[config.mk]
export PLATFORM = sky130hd
export DESIGN_NAME = control_unit
export DESIGN_NICKNAME = d
export VERILOG_FILES = /design/src/rtl/control_unit.sv
export SDC_FILE = /design/constraint.sdc
export NUM_CORES = 1
export LEC_CHECK = 0
export CORE_MARGIN = 5
export CORE_UTILIZATION = 50
export CTS_BUF_LIST = sky130_fd_sc_hd__clkbuf_2 sky130_fd_sc_hd__clkbuf_4 sky130_fd_sc_hd__clkbuf_8
export CTS_CLUSTER_DIAMETER = 80
export DETAILED_ROUTE_END_ITERATION = 10
export HOLD_SLACK_MARGIN = 0.15
export PLACE_DENSITY_LB_ADDON = 0.3
export SETUP_SLACK_MARGIN = 0.02
export SLEW_MARGIN = 5
export SYNTH_ARGS = -nofsm -noshare
export SYNTH_HDL_FRONTEND = slang
export SYNTH_SLANG_ARGS = --single-unit
[constraint.sdc]
create_clock -name clk_i -period 4.25 [get_ports clk_i]
set_input_delay 0.425 -clock clk_i [delete_from_list [all_inputs] [get_ports clk_i]]
set_output_delay 0.425 -clock clk_i [all_outputs]
set_load 0.02 [all_outputs]
[src/rtl/control_unit.sv]
// Multi-cycle accumulator control unit: FETCH -> DECODE -> EXECUTE per instruction, with HALT.
// Optional CONTROL_UNIT_SINGLE_STEP_EN adds step_i and a WAIT state after each EXECUTE.
module control_unit #(
  parameter int ALU_BIT_WIDTH        = 4,
  parameter int OPERATION_CODE_WIDTH = 3
) (
  input  logic                            clk_i,
  input  logic                            rst_i,
`ifdef CONTROL_UNIT_SINGLE_STEP_EN
  input  logic                            step_i,
`endif
  output logic [ALU_BIT_WIDTH-1:0]        instr_addr_o,
  input  logic [7:0]                      instr_data_i,
  output logic [ALU_BIT_WIDTH-1:0]        alu_a_o,
  output logic [ALU_BIT_WIDTH-1:0]        alu_b_o,
  output logic [OPERATION_CODE_WIDTH-1:0] alu_oc_o,
  input  logic [ALU_BIT_WIDTH-1:0]        alu_result_i,
  input  logic                            alu_carry_i,
  output logic [ALU_BIT_WIDTH-1:0]        acc_o,
  output logic                            carry_o,
  output logic                            halt_o,
  output logic [ALU_BIT_WIDTH-1:0]        out_o,
  output logic                            out_valid_o
);

  typedef enum logic [2:0] {
    S_FETCH,
    S_DECODE,
    S_EXECUTE,
    S_HALT,
    S_WAIT
  } state_t;

  localparam logic [3:0] OP_LDI  = 4'h1;
  localparam logic [3:0] OP_ADDI = 4'h2;
  localparam logic [3:0] OP_SUBI = 4'h3;
  localparam logic [3:0] OP_XORI = 4'h4;
  localparam logic [3:0] OP_ANDI = 4'h5;
  localparam logic [3:0] OP_ORI  = 4'h6;
  localparam logic [3:0] OP_JMP  = 4'h7;
  localparam logic [3:0] OP_JC   = 4'h8;
  localparam logic [3:0] OP_JZ   = 4'h9;
  localparam logic [3:0] OP_OUT  = 4'hA;
  localparam logic [3:0] OP_HLT  = 4'hF;

  state_t                     r_state;
  state_t                     w_state_next;
  logic [ALU_BIT_WIDTH-1:0]   r_pc;
  logic [ALU_BIT_WIDTH-1:0]   w_pc_next;
  logic [7:0]                 r_ir;
  logic [ALU_BIT_WIDTH-1:0]   r_acc;
  logic [ALU_BIT_WIDTH-1:0]   w_acc_next;
  logic                       r_carry;
  logic                       w_carry_next;
  logic [ALU_BIT_WIDTH-1:0]   r_out;
  logic                       r_out_valid;
  logic                       w_out_load;
  logic [ALU_BIT_WIDTH-1:0]   w_imm;
  logic [3:0]                 w_opcode;
  logic [OPERATION_CODE_WIDTH-1:0] w_oc;

  assign w_opcode = r_ir[7:4];

  always_comb begin
    w_imm      = '0;
    w_imm[3:0] = r_ir[3:0];
  end

  // Next-state, PC and datapath writes are only non-trivial in EXECUTE.
  always_comb begin
    w_state_next = r_state;
    w_pc_next    = r_pc;
    w_acc_next   = r_acc;
    w_carry_next = r_carry;
    w_out_load   = 1'b0;
    w_oc         = '0;
    case (r_state)
      S_FETCH:  w_state_next = S_DECODE;
      S_DECODE: w_state_next = S_EXECUTE;
      S_EXECUTE: begin
`ifdef CONTROL_UNIT_SINGLE_STEP_EN
        w_state_next = S_WAIT;
`else
        w_state_next = S_FETCH;
`endif
        w_pc_next = r_pc + ALU_BIT_WIDTH'(1);
        case (w_opcode)
          OP_LDI:  w_acc_next = w_imm;
          OP_ADDI: begin
            w_oc         = OPERATION_CODE_WIDTH'(3'b100);
            w_acc_next   = alu_result_i;
            w_carry_next = alu_carry_i;
          end
          OP_SUBI: begin
            w_oc         = OPERATION_CODE_WIDTH'(3'b110);
            w_acc_next   = alu_result_i;
            w_carry_next = alu_carry_i;
          end
          OP_XORI: begin
            w_oc       = OPERATION_CODE_WIDTH'(3'b001);
            w_acc_next = alu_result_i;
          end
          OP_ANDI: begin
            w_oc       = OPERATION_CODE_WIDTH'(3'b010);
            w_acc_next = alu_result_i;
          end
          OP_ORI: begin
            w_oc       = OPERATION_CODE_WIDTH'(3'b011);
            w_acc_next = alu_result_i;
          end
          OP_JMP: w_pc_next = w_imm;
          OP_JC:  if (r_carry) w_pc_next = w_imm;
          OP_JZ:  if (r_acc == '0) w_pc_next = w_imm;
          OP_OUT: w_out_load = 1'b1;
          OP_HLT: begin
            w_state_next = S_HALT;
            w_pc_next    = r_pc;
          end
          default: ;
        endcase
      end
      S_HALT: w_state_next = S_HALT;
`ifdef CONTROL_UNIT_SINGLE_STEP_EN
      S_WAIT: if (step_i) w_state_next = S_FETCH;
`endif
      default: w_state_next = S_FETCH;
    endcase
  end

  always_ff @(posedge clk_i) begin
    if (rst_i) begin
      r_state     <= S_FETCH;
      r_pc        <= '0;
      r_ir        <= '0;
      r_acc       <= '0;
      r_carry     <= 1'b0;
      r_out       <= '0;
      r_out_valid <= 1'b0;
    end else begin
      r_state     <= w_state_next;
      r_pc        <= w_pc_next;
      r_acc       <= w_acc_next;
      r_carry     <= w_carry_next;
      r_out_valid <= w_out_load;
      if (r_state == S_DECODE) r_ir <= instr_data_i;
      if (w_out_load) r_out <= r_acc;
    end
  end

  assign instr_addr_o = r_pc;
  assign alu_a_o      = r_acc;
  assign alu_b_o      = w_imm;
  assign alu_oc_o     = w_oc;
  assign acc_o        = r_acc;
  assign carry_o      = r_carry;
  assign halt_o       = (r_state == S_HALT);
  assign out_o        = r_out;
  assign out_valid_o  = r_out_valid;

endmodule

==> results.json <==
{
  "antenna_found_initial": 0,
  "vias": 1081,
  "comb_power_share_pct": 19.4,
  "post_cts_buffers": 0,
  "critical_path_class": "reg -> out",
  "cts_root_buffer": "clkbuf_4",
  "layout_commonest_cell": "clkdlybuf4s50_1",
  "synth_top_cell_area_share_pct": 39.38,
  "cts.sinks": 24,
  "multi_input_area_sq_um": 640.6,
  "cp.required_ns": 3.83,
  "die_area_sq_um": 3528,
  "antenna_left": 0,
  "ys_ff_latch": 24,
  "synth_nets": 155,
  "grt_pass1_vias": 1091,
  "stdcell_area_sq_um": 1593,
  "route.detailed.drc": 0,
  "ys_types": 39,
  "worst_pin_slew_ns": 0.8600,
  "place_area_sq_um": 1556,
  "clkSlewWorstSetupHoldPaths_ns": 0.13,
  "fin_crit_sh_pct": 58.03,
  "setup_viol": 0,
  "fin_nets": 183,
  "syn_inst": 139,
  "dieHeight_um": 59.40,
  "final_cell_mix": "40 x clkdlybuf4s50_1, 24 x dfxtp_1, 16 x nand2_1, 13 x nor2_1, 10 x a21oi_1",
  "seq_area_sq_um": 480.5,
  "cts_buffer_depth": 2,
  "grt_overflow": 0,
  "port_buffers": 40,
  "core_sq_um": 2276,
  "first_pass_iters": 5,
  "clock_latency_ns": 0.32,
  "hold_buffers": 0,
  "min_period_ns": 2.466,
  "h-tree-depth": 1,
  "holdCritPathClass": "reg -> reg",
  "placementRows": 17,
  "layout-drive-gt1-share_pct": 7.229,
  "yosys-top-cells-area": "dfxtp_1 39%, mux2i_1 7.4%, buf_4 4.9%",
  "die_width_um": 59.40,
  "wirelength_um": 2959,
  "drt_iter0_drc": 30,
  "leakagePower_nw": 0.5523,
  "routed_via_density": 5.572,
  "pwr-share-clk_pct": 26.3,
  "synth_area_sq_um": 1220,
  "slew_headroom_pct": 42.48,
  "finClkSkew_ns": 0.006657,
  "cts_made_buffers": 3,
  "yosysWarnings": 0,
  "fmax_mhz": 405.4,
  "start_util_pct": 53.60,
  "final_cells": 194,
  "grt_pass1_wl_um": 4892,
  "intPower_uw": 333.3,
  "avgSynthCellArea_sq_um": 8.776,
  "nFillCells": 185,
  "wl_per_cell_um": 15.25,
  "pwr-share-seq_pct": 54.3,
  "p_sw_share_pct": 28.19,
  "rsz0062_at_grt": "false",
  "placed_cells": 190,
  "drv_slew": 0,
  "gp_congestion": 0.7405,
  "cap_violations": 0,
  "final_hold_viol_count": 0,
  "hpwl_um": 2218,
  "cp-end-kind": "primary output",
  "post_cts_resized": 0,
  "arrival_ns": 2.04,
  "grt_max_degree": 25,
  "status": "finished, final reports clean",
  "grtUsageTotal_pct": 18.17,
  "irDropWorstVdd_mv": 0.2509,
  "p_switching_uw": 130.9,
  "synth-seq-area-share_pct": 39.38,
  "cts_tree": "done",
  "yosysTopAreaCell": "dfxtp_1",
  "area_growth_pct": 30.56,
  "power_density_nw_per_um2": 291.4,
  "ioPinCount": 41,
  "cp_max_fo": 8,
  "tns_ns": 0,
  "worst_setup_path_start_kind": "flip-flop",
  "diodes": 0
}
metrics by stage:
stage	power, mW	util, %	worst slack [ns]	hold WS (ns)
2_1_floorplan	0.3129	-	2.486	0.4606
3_3_place_gp	0.3436	68.39	2.179	0.4789
3_5_place_dp	0.3472	68.39	2.139	0.4927
4_1_cts	0.4692	69.98	1.758	0.5159
5_1_grt	0.4878	69.98	1.659	0.5475
6_report	0.4642	69.98	1.784	0.5146
cells by family after synthesis:
logic type,Yosys count,synth area share [%]
adders and majority gates,1,1.025
AOI/OAI and AO/OA,30,15.59
muxes,9,7.385
buffers and inverters,17,8.102
and+or+nand+nor,57,27.80
DFF,24,39.38
xor gates and xnor gates,1,0.7181
worst max-delay path, cell delays in order, from the launching register on:
cell and delay [ns]:
dfxtp_1 0.40, or3b_4 0.46, nor3b_2 0.22, clkdlybuf4s50_1 0.64
power groups by stage:
stage               registers, mW  clock network (mW)  logic, mW
floorplan                   0.254                   0     0.0591
global placement            0.256                   0     0.0876
detailed placement          0.257                   0     0.0900
CTS                         0.252               0.127     0.0904
global route                0.255               0.136     0.0968
finish                      0.252               0.122     0.0899
cells in the mapped netlist:
cell       count
o2bb2ai_1      1
o211ai_1       5
and3_1         1
and3_4         1
nand4b_1       1
a31oi_1        3
or3b_4         1
clkbuf_1       4
mux2i_1        9
buf_2          4
o21ai_1        1
nor4b_2        2
nor3_4         1
nand3_1        4
a2bb2oi_1      1
nand2_1       16
xnor2_1        1
nor3_1         2
o21ai_0        3
nor2b_1        2
nor3_2         1
dfxtp_1       24
a211oi_1       5
buf_4          8
nor3b_2        1
nor4_1         1
nand2b_1       2
nor3b_1        1
and2b_1        1
nor2_2         1
and4_1         1
ha_1           1
nor2_1        13
nor4b_1        1
buf_1          1
a311oi_1       1
a21oi_1       10
and2_1         2
nand4bb_1      1
state kept, by name, summed over array words and instances (netlist names):
| signal | cells |
|---|---|
| acc_o | 4 |
| carry_o | 1 |
| instr_addr_o | 4 |
| out_o | 4 |
| out_valid_o | 1 |
| r_ir | 8 |
| r_state | 2 |
metal layers:
metal	track usage, %	share of wire, %	up-vias
met4	5.825	1.4	0
li1	-	-	546
met3	4.357	6.5	3
met2	32.61	48	41
met5	0	0	-
met1	20.87	44	491
final timing paths:
check / startpoint / slack [ns] / endpoint / cells past startpoint
max: r_ir[7] / 1.78 / alu_oc_o[2] / 3
min: r_ir[0] / 0.51 / r_ir[0] / 2
max reg2reg: r_ir[6] / 2.64 / acc_o[0] / 4
min reg2reg: r_ir[0] / 0.51 / r_ir[0] / 2
final cells by class:
type                       count  area share [%]
tap                           28           2.200
timing repair buffer          40           25.14
sequential                    24           30.16
multi-input combinational     98           40.22
clock buffer                   4           2.278
(Power assumes the default switching activity.)
